`src/rtl/mem_port_arbiter.sv`:
```
// rtl/mem_port_arbiter.sv - shares one RAM port between instruction fetch and load/store
// Data wins ties unless fetch has waited STARVE_MAX grants; stalled accesses abort after TIMEOUT cycles.
module mem_port_arbiter #(
  parameter int unsigned TIMEOUT    = 15,
  parameter int unsigned STARVE_MAX = 4
) (
  input  logic        clk,
  input  logic        rst,
  input  logic        if_req,
  input  logic [31:0] if_addr,
  output logic        if_gnt,
  output logic        if_done,
  output logic [31:0] if_rdata,
  input  logic        d_req,
  input  logic        d_we,
  input  logic [31:0] d_addr,
  input  logic [31:0] d_wdata,
  input  logic [1:0]  d_size,
  output logic        d_gnt,
  output logic        d_done,
  output logic [31:0] d_rdata,
  input  logic        ram_ready,
  input  logic [31:0] ram_data_into_mcu,
  output logic        cs,
  output logic        we,
  output logic        oe,
  output logic [31:0] address,
  output logic [31:0] ram_data_in,
  output logic [1:0]  data_size,
  output logic        timeout_err
);

  typedef enum logic [1:0] {IDLE, FETCH, DREAD, DWRITE} state_t;

  state_t      r_state;
  logic [7:0]  r_starve;
  logic [7:0]  r_wait;
  logic        r_if_gnt, r_if_done, r_d_gnt, r_d_done, r_tmo;
  logic        r_cs, r_we, r_oe;
  logic [31:0] r_address, r_wdata, r_if_rdata, r_d_rdata;
  logic [1:0]  r_size;

  logic w_grant_d;
  logic w_starved;
  logic w_unused;

  assign w_starved = if_req && (r_starve == 8'(STARVE_MAX));
  assign w_grant_d = d_req && !w_starved;
  assign w_unused  = ^if_addr[1:0];

  always_ff @(posedge clk or negedge rst) begin
    if (!rst) begin
      r_state    <= IDLE;
      r_starve   <= 8'd0;
      r_wait     <= 8'd0;
      r_if_gnt   <= 1'b0;
      r_if_done  <= 1'b0;
      r_d_gnt    <= 1'b0;
      r_d_done   <= 1'b0;
      r_tmo      <= 1'b0;
      r_cs       <= 1'b0;
      r_we       <= 1'b0;
      r_oe       <= 1'b0;
      r_address  <= 32'd0;
      r_wdata    <= 32'd0;
      r_size     <= 2'b00;
      r_if_rdata <= 32'd0;
      r_d_rdata  <= 32'd0;
    end else begin
      r_if_gnt  <= 1'b0;
      r_d_gnt   <= 1'b0;
      r_if_done <= 1'b0;
      r_d_done  <= 1'b0;
      r_tmo     <= 1'b0;
      case (r_state)
        IDLE: begin
          if (w_grant_d) begin
            r_state   <= d_we ? DWRITE : DREAD;
            r_d_gnt   <= 1'b1;
            r_address <= d_addr;
            r_wdata   <= d_wdata;
            r_size    <= (d_size == 2'b11) ? 2'b10 : d_size;
            r_cs      <= 1'b1;
            r_we      <= d_we;
            r_oe      <= !d_we;
            r_wait    <= 8'd0;
            if (if_req && r_starve < 8'(STARVE_MAX))
              r_starve <= r_starve + 8'd1;
          end else if (if_req) begin
            r_state   <= FETCH;
            r_if_gnt  <= 1'b1;
            r_address <= {if_addr[31:2], 2'b00};
            r_size    <= 2'b10;
            r_cs      <= 1'b1;
            r_we      <= 1'b0;
            r_oe      <= 1'b1;
            r_wait    <= 8'd0;
            r_starve  <= 8'd0;
          end
        end
        default: begin
          if (ram_ready || r_wait == 8'(TIMEOUT - 1)) begin
            r_state <= IDLE;
            r_cs    <= 1'b0;
            r_we    <= 1'b0;
            r_oe    <= 1'b0;
            r_tmo   <= !ram_ready;
            if (r_state == FETCH) begin
              r_if_done <= 1'b1;
              if (ram_ready)
                r_if_rdata <= ram_data_into_mcu;
            end else begin
              r_d_done <= 1'b1;
              if (ram_ready && r_state == DREAD)
                r_d_rdata <= ram_data_into_mcu;
            end
          end else begin
            r_wait <= r_wait + 8'd1;
          end
        end
      endcase
    end
  end

  assign if_gnt      = r_if_gnt;
  assign if_done     = r_if_done;
  assign if_rdata    = r_if_rdata;
  assign d_gnt       = r_d_gnt;
  assign d_done      = r_d_done;
  assign d_rdata     = r_d_rdata;
  assign cs          = r_cs;
  assign we          = r_we;
  assign oe          = r_oe;
  assign address     = r_address;
  assign ram_data_in = r_wdata;
  assign data_size   = r_size;
  assign timeout_err = r_tmo;

endmodule

```
`config.mk`:
```
export PLATFORM = sky130hd
export DESIGN_NAME = mem_port_arbiter
export DESIGN_NICKNAME = d
export VERILOG_FILES = /design/src/rtl/mem_port_arbiter.sv
export SDC_FILE = /design/constraint.sdc
export NUM_CORES = 1
export LEC_CHECK = 0
export BUFFER_PORTS_ARGS = -buffer_cell sky130_fd_sc_hd__buf_2
export CORE_UTILIZATION = 47
export DETAILED_ROUTE_END_ITERATION = 12
export PLACE_DENSITY = 0.84
export SYNTH_ARGS = -nofsm -noshare
export SYNTH_HDL_FRONTEND = slang
export SYNTH_SLANG_ARGS = --single-unit
```
`constraint.sdc`:
```
create_clock -name clk -period 3.05 [get_ports clk]
set_clock_uncertainty 0.2 [all_clocks]
set_input_delay 0.7625 -clock clk [delete_from_list [all_inputs] [get_ports clk]]
set_output_delay 0.7625 -clock clk [all_outputs]
set_load 0.03 [all_outputs]
```
# [Yosys cells after proc, flatten, opt, wreduce, memory -nomap -nowiden]
# Index checks and enable logic that the tools add are counted.
[classes] muxes=38 eq_ne=8 addsub=2 n_lt_le_gt_ge=1 n_reduce_logical=18 n_bitwise=2
[ops] cell="$mux W32" n=2
[ops] cell="$mux W8" n=6
[ops] cell="$mux W1" n=23
[ops] cell="$add A8 B1 Y8 const B" n=2
[ops] cell="$mux W2" n=7
[ops] cell="$eq A8 B3 Y1 const B" n=1
[ops] cell="$eq A8 B4 Y1 const B" n=1
[ops] cell="$lt A8 B3 Y1 const B" n=1
[ops] cell="$reduce_and A2 Y1" n=4
[ops] cell="$reduce_and A4 Y1" n=2
[ops] cell="$eq A2 B2 Y1 const B" n=2
[ops] cell="$logic_and A1 B1 Y1" n=4
[ops] cell="$ne A2 B1 Y1 const B" n=2
[ops] cell="$reduce_bool A2 Y1" n=2
[ops] cell="$logic_not A1 Y1" n=3
[ops] cell="$ne A3 B3 Y1 const B" n=1
[ops] cell="$reduce_and A3 Y1" n=1
[ops] cell="$eq A2 B1 Y1 const B" n=1
[ops] cell="$logic_not A2 Y1" n=1
[ops] cell="$not A1 Y1" n=2
[ops] cell="$logic_or A1 B1 Y1" n=1
[totals] register_bits=156 output_inout_bits=138 input_bits=136

# [Logic depth before layout (Yosys ltp)]
# Gate-level depths: netlist of run 1.
[depth] ltp_word=6 mapped_depth=7

# [Worst setup path before layout of run 1]
# OpenSTA, ideal clock, no wires.
[synth_path] kind="input -> register" start="input port d_req" end="register r_address[14], in the netlist address[14]" t_arrival_ns=1.882 required_time_ns=2.713 path_stages=5 slack_ns=0.831 n_path_buf=3 setup_ns=0.137 path_cell_list="clkbuf_1 > o21a_1 > clkbuf_1 > buf_1 > a21oi_1"
[synth_between] elab_chain_len=3
[synth_rtl] item="start: declaration" line="14" rtl="input logic d_req,"
[synth_rtl] item="$logic_and A1 B1 Y1 *" line="48" rtl="assign w_grant_d = d_req && !w_starved;"
[synth_rtl] item="$reduce_bool A2 Y1 (no source line)"
[synth_rtl] item="$reduce_and A2 Y1 (no source line)"
[synth_rtl] item="end signal: assignment" line="80" rtl="r_address <= d_addr;"
[synth_rtl] item="end signal: assignment" line="92" rtl="r_address <= {if_addr[31:2], 2'b00};"
[synth_rtl] item="end: declaration" line="40" rtl="logic [31:0] r_address, r_wdata, r_if_rdata, r_d_rdata;"
# Every way passes the cells marked *; elsewhere a longest branch is shown, timed or not.
# A chain may end at the register's enable or synchronous reset.

# [Final worst setup path of run 1]
[layout_path] start="register r_starve[3]" end="register r_wdata[15], in the netlist ram_data_in[15]"
[layout_between] elab_chain_len=5
[layout_rtl] item="start: declaration" line="36" rtl="logic [7:0] r_starve;"
[layout_rtl] item="start signal: assignment" line="88" rtl="r_starve <= r_starve + 8'd1;"
[layout_rtl] item="$eq A8 B3 Y1" line="47" rtl="assign w_starved = if_req && (r_starve == 8'(STARVE_MAX));"
[layout_rtl] item="$logic_and A1 B1 Y1" line="47"
[layout_rtl] item="$logic_not A1 Y1" line="48"
[layout_rtl] item="$logic_and A1 B1 Y1" line="48"
[layout_rtl] item="$reduce_and A2 Y1 (no source line)"
[layout_rtl] item="end signal: assignment" line="81" rtl="r_wdata <= d_wdata;"
[layout_rtl] item="end: declaration" line="40"
# Every way passes these cells.

==> out/metrics.csv, run 1 <==
stage;metric;value;unit
outcome;status;complete, no violations;
clocking;CTS tree;done;
global_routing;number of global-route vias before repair;4786;
global_routing;met1 GRT Util;0.2505;
drt;drt total wl;14650;um
global_routing;global route overflow;0;
sta;fin crit share;0.7965;
floorplanning;Core ar.;12820;um^2
global_routing;met2 GRT Util;0.4046;
sta;Rel. slew slack;0.6146;
logic_synthesis;Synth Warn #;0;
sta;Final Max Tran Viols;0;
worst_setup_path;Startpoint Class;register;
floorplanning;Starting Density;0.4896;
global_routing;grt met3 use;0.05523;
worst_setup_path;Crit. End Element;register;
global_routing;pin count of the biggest net entering global routing;81;
sta;RSZ-0062 raised after global routing;no;
placement;placed insts;887;
cells_and_area;ant diodes;0;
pwr;Max rail drop VDD;0.0005508;V
floorplanning;die height;117.6;um
cells_and_area;# fillers;973;
drt;DRC viols;0;
drt;Avg WL per Cell;15.94;um
drt;vias post-DR;4629;
sta;Worst-Margin Slew;576.9;ps
sta;Final setup viols;0;
global_routing;initial antenna violation count;0;
drt;post-route ant nets;0;
worst_setup_path;critical-path maximum fanout;35;
logic_synthesis;register area share after synthesis;0.6218;
logic_synthesis;Cell Area, Synth;6279;um^2
clocking;Post-CTS Resized;0;
placement;I/O Buffers;271;
logic_synthesis;Post-Syn Nets;596;
sta;Setup TNS;0;ps
logic_synthesis;Post-synth EDFFs;0;
clocking;hold_buf cts;0;
worst_setup_path;critical path type;reg2reg;
pwr;PwrDens;1238;nW/um^2
logic_synthesis;Distinct cells, synth;40;
sta;fmax;0.4116;GHz
worst_setup_path;Critical Path RT;3140;ps
drt;drt first pass iters;4;
global_routing;first-pass GRT wire length;23860;um
min_path;Min-Delay Path Class;in2async;
sta;minimum clock period;2429;ps
clocking;clk_lat worst skew;420;ps
clocking;worst-case clock buffer depth;2;
placement;GPL Wtd Cong;0.8409;
clocking;CTS buffer count;17;
clocking;clock sinks;156;
clocking;Worst-path clk slew;60;ps
floorplanning;die width;117.6;um
run;Max Cap Viol;0;
logic_synthesis;Async S/R FF share, synth;1.000;
cells_and_area;final net count;874;
clocking;root cell of the clock tree;clkbuf_16;
logic_synthesis;ys flop type;dfrtp_1;
cells_and_area;Layout Cells excl Fill;919;
logic_synthesis;syn avg cell area;13.77;um^2
cells_and_area;fraction of layout cells with a size suffix above 1;0.5542;
worst_setup_path;reg2reg setup slack;620;ps
sta;Hold Fails Final Rpt;0;
pwr;P_leak;4.235;nW
logic_synthesis;Syn Inst Count;456;
clocking;# Post-CTS Setup Buffers;0;
logic_synthesis;register bit total from synthesis;156;
worst_setup_path;CP arrival;2520;ps
placement;Post-DP HPWL;10790;um
drt;number of DRC markers in iteration 0;178;
cells_and_area;Layout area overhead;34.46;%
floorplanning;io pins;274;
floorplanning;Rows;41;
global_routing;gr usage total;0.2217;
global_routing;GRT busiest layer;met2;
clocking;htree depth;4;
floorplanning;DIE AREA;13830;um^2
drt;post-DR vias/cell;5.037;
[cell usage after synthesis, drive strengths merged, types with 5 or more instances]
cell type / count / area (um^2)
buf: 12 / 93.83
mux2i: 33 / 330.3
nand2: 13 / 48.80
nor2: 40 / 150.1
nand3: 5 / 25.02
mux2: 96 / 1081
o21ai: 6 / 41.29
a21oi: 32 / 167.7
and2: 5 / 32.53
inv: 6 / 22.52
clkbuf: 9 / 33.78
dfrtp: 156 / 3904
[path summary, 6_finish.rpt]
kind                       depth (start not counted)    startpoint               to
min in group clk                                   2  data_size[1]     data_size[1]
max reg2reg                                        4   r_starve[3]  ram_data_in[15]
min                                                1           rst       address[3]
max in group asynchronous                          2           rst      if_rdata[3]
max                                                4   r_starve[3]  ram_data_in[15]
min reg2reg                                        2  data_size[1]     data_size[1]
[flip-flops by register name, indices dropped and copies added, names as in the netlist]
name	flops
d_rdata	32
if_done	1
timeout_err	1
r_state	2
ram_data_in	32
if_rdata	32
d_done	1
r_starve	8
if_gnt	1
data_size	2
oe	1
cs	1
we	1
address	32
r_wait	8
d_gnt	1
[metrics by stage]
step           hold WS [ps]  power, mW  area, um^2  setup slack [ps]  utilization
3_3_place_gp          277.4      8.108        7823             622.5       0.6100
2_1_floorplan         244.6      6.843        6279             830.7            -
4_1_cts               52.84      10.54        8442             616.0       0.6582
3_5_place_dp          266.9      8.333        7823             558.6       0.6100
5_1_grt               64.27      10.99        8442             519.9       0.6582
6_report              47.78      10.45        8442             620.5       0.6582
[worst max-delay path, cell delays in order (launching register included)]
cell and delay (ps):
dfrtp_1 400, or4_1 660, o211ai_4 220, buf_4 410
mux2_2 400
[power by group]
| group | internal (mW) | total [mW] | switching [mW] | leakage, nW |
|---|---|---|---|---|
| logic | 1.64 | 4.74 | 3.11 | 2.08 |
| clock network | 1.34 | 2.16 | 0.821 | 0.291 |
| registers | 3.03 | 3.55 | 0.521 | 1.86 |
[kinds of logic after synthesis]
group,synth area share
AND/OR/NAND/NOR,0.06257
flip-flops,0.6218
XOR/XNOR,0.001395
buffers and inverters,0.02391
AO/OA/AOI/OAI,0.05759
multiplexers,0.2248
adder cells (fa/ha/maj),0.007972
[metal layers]
metal | routed length, um | share of wire
met4 | 221 | 0.015
met2 | 7777 | 0.53
met5 | 0 | 0
met1 | 5707 | 0.39
met3 | 939 | 0.064
[final cells by class]
| class | count | area (um^2) | share of cell area |
|---|---|---|---|
| Timing Repair Buffer | 280 | 1455 | 0.1724 |
| Sequential cell | 156 | 3904 | 0.4624 |
| Inverter | 6 | 22.52 | 0.002668 |
| Tap cell | 172 | 215.2 | 0.02549 |
| Clock buffer | 20 | 456.7 | 0.05410 |
| Multi-Input combinational cell | 273 | 2226 | 0.2637 |
| Clock inverter | 12 | 162.7 | 0.01927 |
[layout by cell type, fill, tap and decap left out, types with 3 or more instances in the layout]
master	Yosys	final
buf_2	3	270
mux2i_1	33	33
bufinv_16	0	3
nor2_1	40	40
o21ai_0	4	4
clkbuf_16	0	17
mux2_2	96	96
ha_1	4	4
buf_4	0	7
nand3_1	5	5
and3_1	4	4
clkinvlp_4	0	4
dfrtp_1	156	156
nor3_1	3	3
inv_1	6	6
a22o_1	4	4
a21o_1	3	3
a21oi_1	30	30
nand4_1	3	3
nand2_1	13	13
and2_1	4	4
Note: power is estimated with default switching activity, not from simulation.
==> run 2: changes to the inputs <==
clock period = 2.3 ns   (was 3.05 ns; I/O delays follow)
==> out/metrics.csv, run 2 (synthesis gave the netlist of run 1 again) <==
stage;metric;value;unit
pwr;sequential fraction of design power;0.336;
pwr;NetSw;5.935;mW
placement;I/O Buffers;271;
cells_and_area;fraction of layout cells with a size suffix above 1;0.5579;
worst_setup_path;critical-path maximum fanout;30;
floorplanning;Starting Density;0.4896;
clocking;htree depth;4;
drt;post-route ant nets;0;
run;Max Cap Viol;0;
sta;fmax;0.4648;GHz
drt;post-DR vias/cell;5.027;
cells_and_area;fin area;8544;um^2
placement;Post-Place Setup Slack;30.92;ps
global_routing;number of global-route vias before repair;5011;
pwr;switch share;0.4251;
drt;DRC viols;0;
sta;minimum clock period;2151;ps
worst_setup_path;Cell Chain, Critical Path;or4_4, o21ai_4, buf_12, mux2i_1, a21oi_1;
global_routing;global route overflow;0;
drt;drt total wl;14900;um
floorplanning;Rows;41;
outcome;status;complete, no violations;
clocking;clk_lat worst skew;420;ps
pwr;P_leak;4.294;nW
sta;RSZ-0062 raised after global routing;no;
worst_setup_path;Critical Path RT;2390;ps
cells_and_area;final net count;879;
cells_and_area;most frequent cells in the layout;buf_2 (270), dfrtp_1 (156), mux2_2 (96);
pwr;Comb power frac;0.457;
worst_setup_path;critical path type;reg2reg;
placement;GPL Wtd Cong;0.8634;
placement;Post-DP HPWL;10940;um
global_routing;initial antenna violation count;0;
pwr;clock power share;0.207;
global_routing;pin count of the biggest net entering global routing;62;
sta;Setup TNS;0;ps
clocking;CTS buffer count;17;
sta;final worst-path setup slack;148.8;ps
placement;placed insts;891;
global_routing;gr usage total;0.2268;
clocking;worst-case clock buffer depth;2;
sta;Worst-Margin Slew;866.4;ps
worst_setup_path;CP max-delay cell;or4_4;
worst_setup_path;slowest stage delay, CP;580;ps
pwr;PwrDens;1634;nW/um^2
drt;number of DRC markers in iteration 0;223;
clocking;root cell of the clock tree;clkbuf_16;
cells_and_area;Layout Cells excl Fill;923;
pwr;Pint;8.029;mW
clocking;clock sinks;156;
global_routing;first-pass GRT wire length;24410;um
floorplanning;DIE AREA;13830;um^2
pwr;Max rail drop VDD;0.0008347;V
floorplanning;die width;117.6;um
sta;Hold Fails Final Rpt;0;
sta;hold slack final;183.3;ps
sta;Rel. slew slack;0.4186;
worst_setup_path;CP bufs+invs;1;
worst_setup_path;Startpoint Class;register;
min_path;Min-Delay Path Class;in2reg;
sta;Final setup viols;0;
cells_and_area;Layout area overhead;36.09;%
floorplanning;die height;117.6;um
drt;drt first pass iters;4;
clocking;Worst-path clk slew;60;ps
floorplanning;Core ar.;12820;um^2
cells_and_area;ant diodes;0;
drt;vias post-DR;4640;
sta;Final Max Tran Viols;0;
worst_setup_path;CP arrival;2240;ps
placement;Cell Area, Placed;7915;um^2
worst_setup_path;Crit. End Element;register;
clocking;CTS tree;done;
drt;Avg WL per Cell;16.15;um
floorplanning;io pins;274;
cells_and_area;most common cell after layout, fill and taps aside;buf_2;
worst_setup_path;CP delay by family, top;simple AND/OR/NAND/NOR gates;
sta;fin crit share;0.9353;
run 2: cell count changes in the layout (fill, tap and decap cells not counted), sizes merged:
| cell | previous run | this run |
|---|---|---|
| dlygate4sd3 | 0 | 1 |
| buf | 280 | 284 |
| clkbuf | 20 | 19 |
| clkinv | 3 | 5 |
| clkinvlp | 4 | 1 |
| inv | 8 | 9 |
run 2: power groups by stage:
stage	clock network [mW]	registers [mW]	logic, mW
floorplan	0	7.08	2.00
global placement	0	4.61	6.23
detailed placement	0	4.71	6.42
CTS	2.95	4.69	6.43
global route	3.05	4.84	6.75
finish	2.89	4.69	6.39
run 2: area by class of cell:
cell class              instances  area, um^2
fillers                       922        4280
repair buffers                285        1558
well taps                     172       215.2
clock buffers                  19       452.9
flip-flops and latches        156        3904
multi-input cells             273        2230
inverters                       6       22.52
clock inverters                12       162.7
run 2: worst paths after layout:
check | from | endpoint | slack, ps | cells past startpoint
worst min-delay path | d_size[0] | data_size[0] | 180 | 2
worst max register to register | r_starve[3] | address[30] | 150 | 5
worst max-delay path | r_starve[3] | address[30] | 150 | 5
max in group asynchronous | rst | d_rdata[21] | 820 | 3
min in group asynchronous | rst | address[5] | 460 | 2
worst min register to register | d_rdata[1] | d_rdata[1] | 300 | 1
run 2: layer usage:
metal / wire length (um) / global-route usage / part of all wire
met1: 5970 / 0.2586 / 0.40
met3: 826 / 0.05233 / 0.055
met2: 7845 / 0.4127 / 0.53
met4: 262 / 0.08413 / 0.018
met5: 0 / 0 / 0
run 2: through the flow:
stage / total power, mW / utilization
5_1_grt: 14.64 / 0.6662
3_5_place_dp: 11.13 / 0.6172
4_1_cts: 14.07 / 0.6660
3_3_place_gp: 10.84 / 0.6172
6_report: 13.96 / 0.6662
2_1_floorplan: 9.075 / -
run 2: repair_timing:
action | CTS | global route
endpoints found under the setup margin | 0 | 10
hold buffers | 1 | 0
hold endpoints to repair | 44 | 0
buffers inserted | 0 | 0
gates resized for setup | 0 | 1
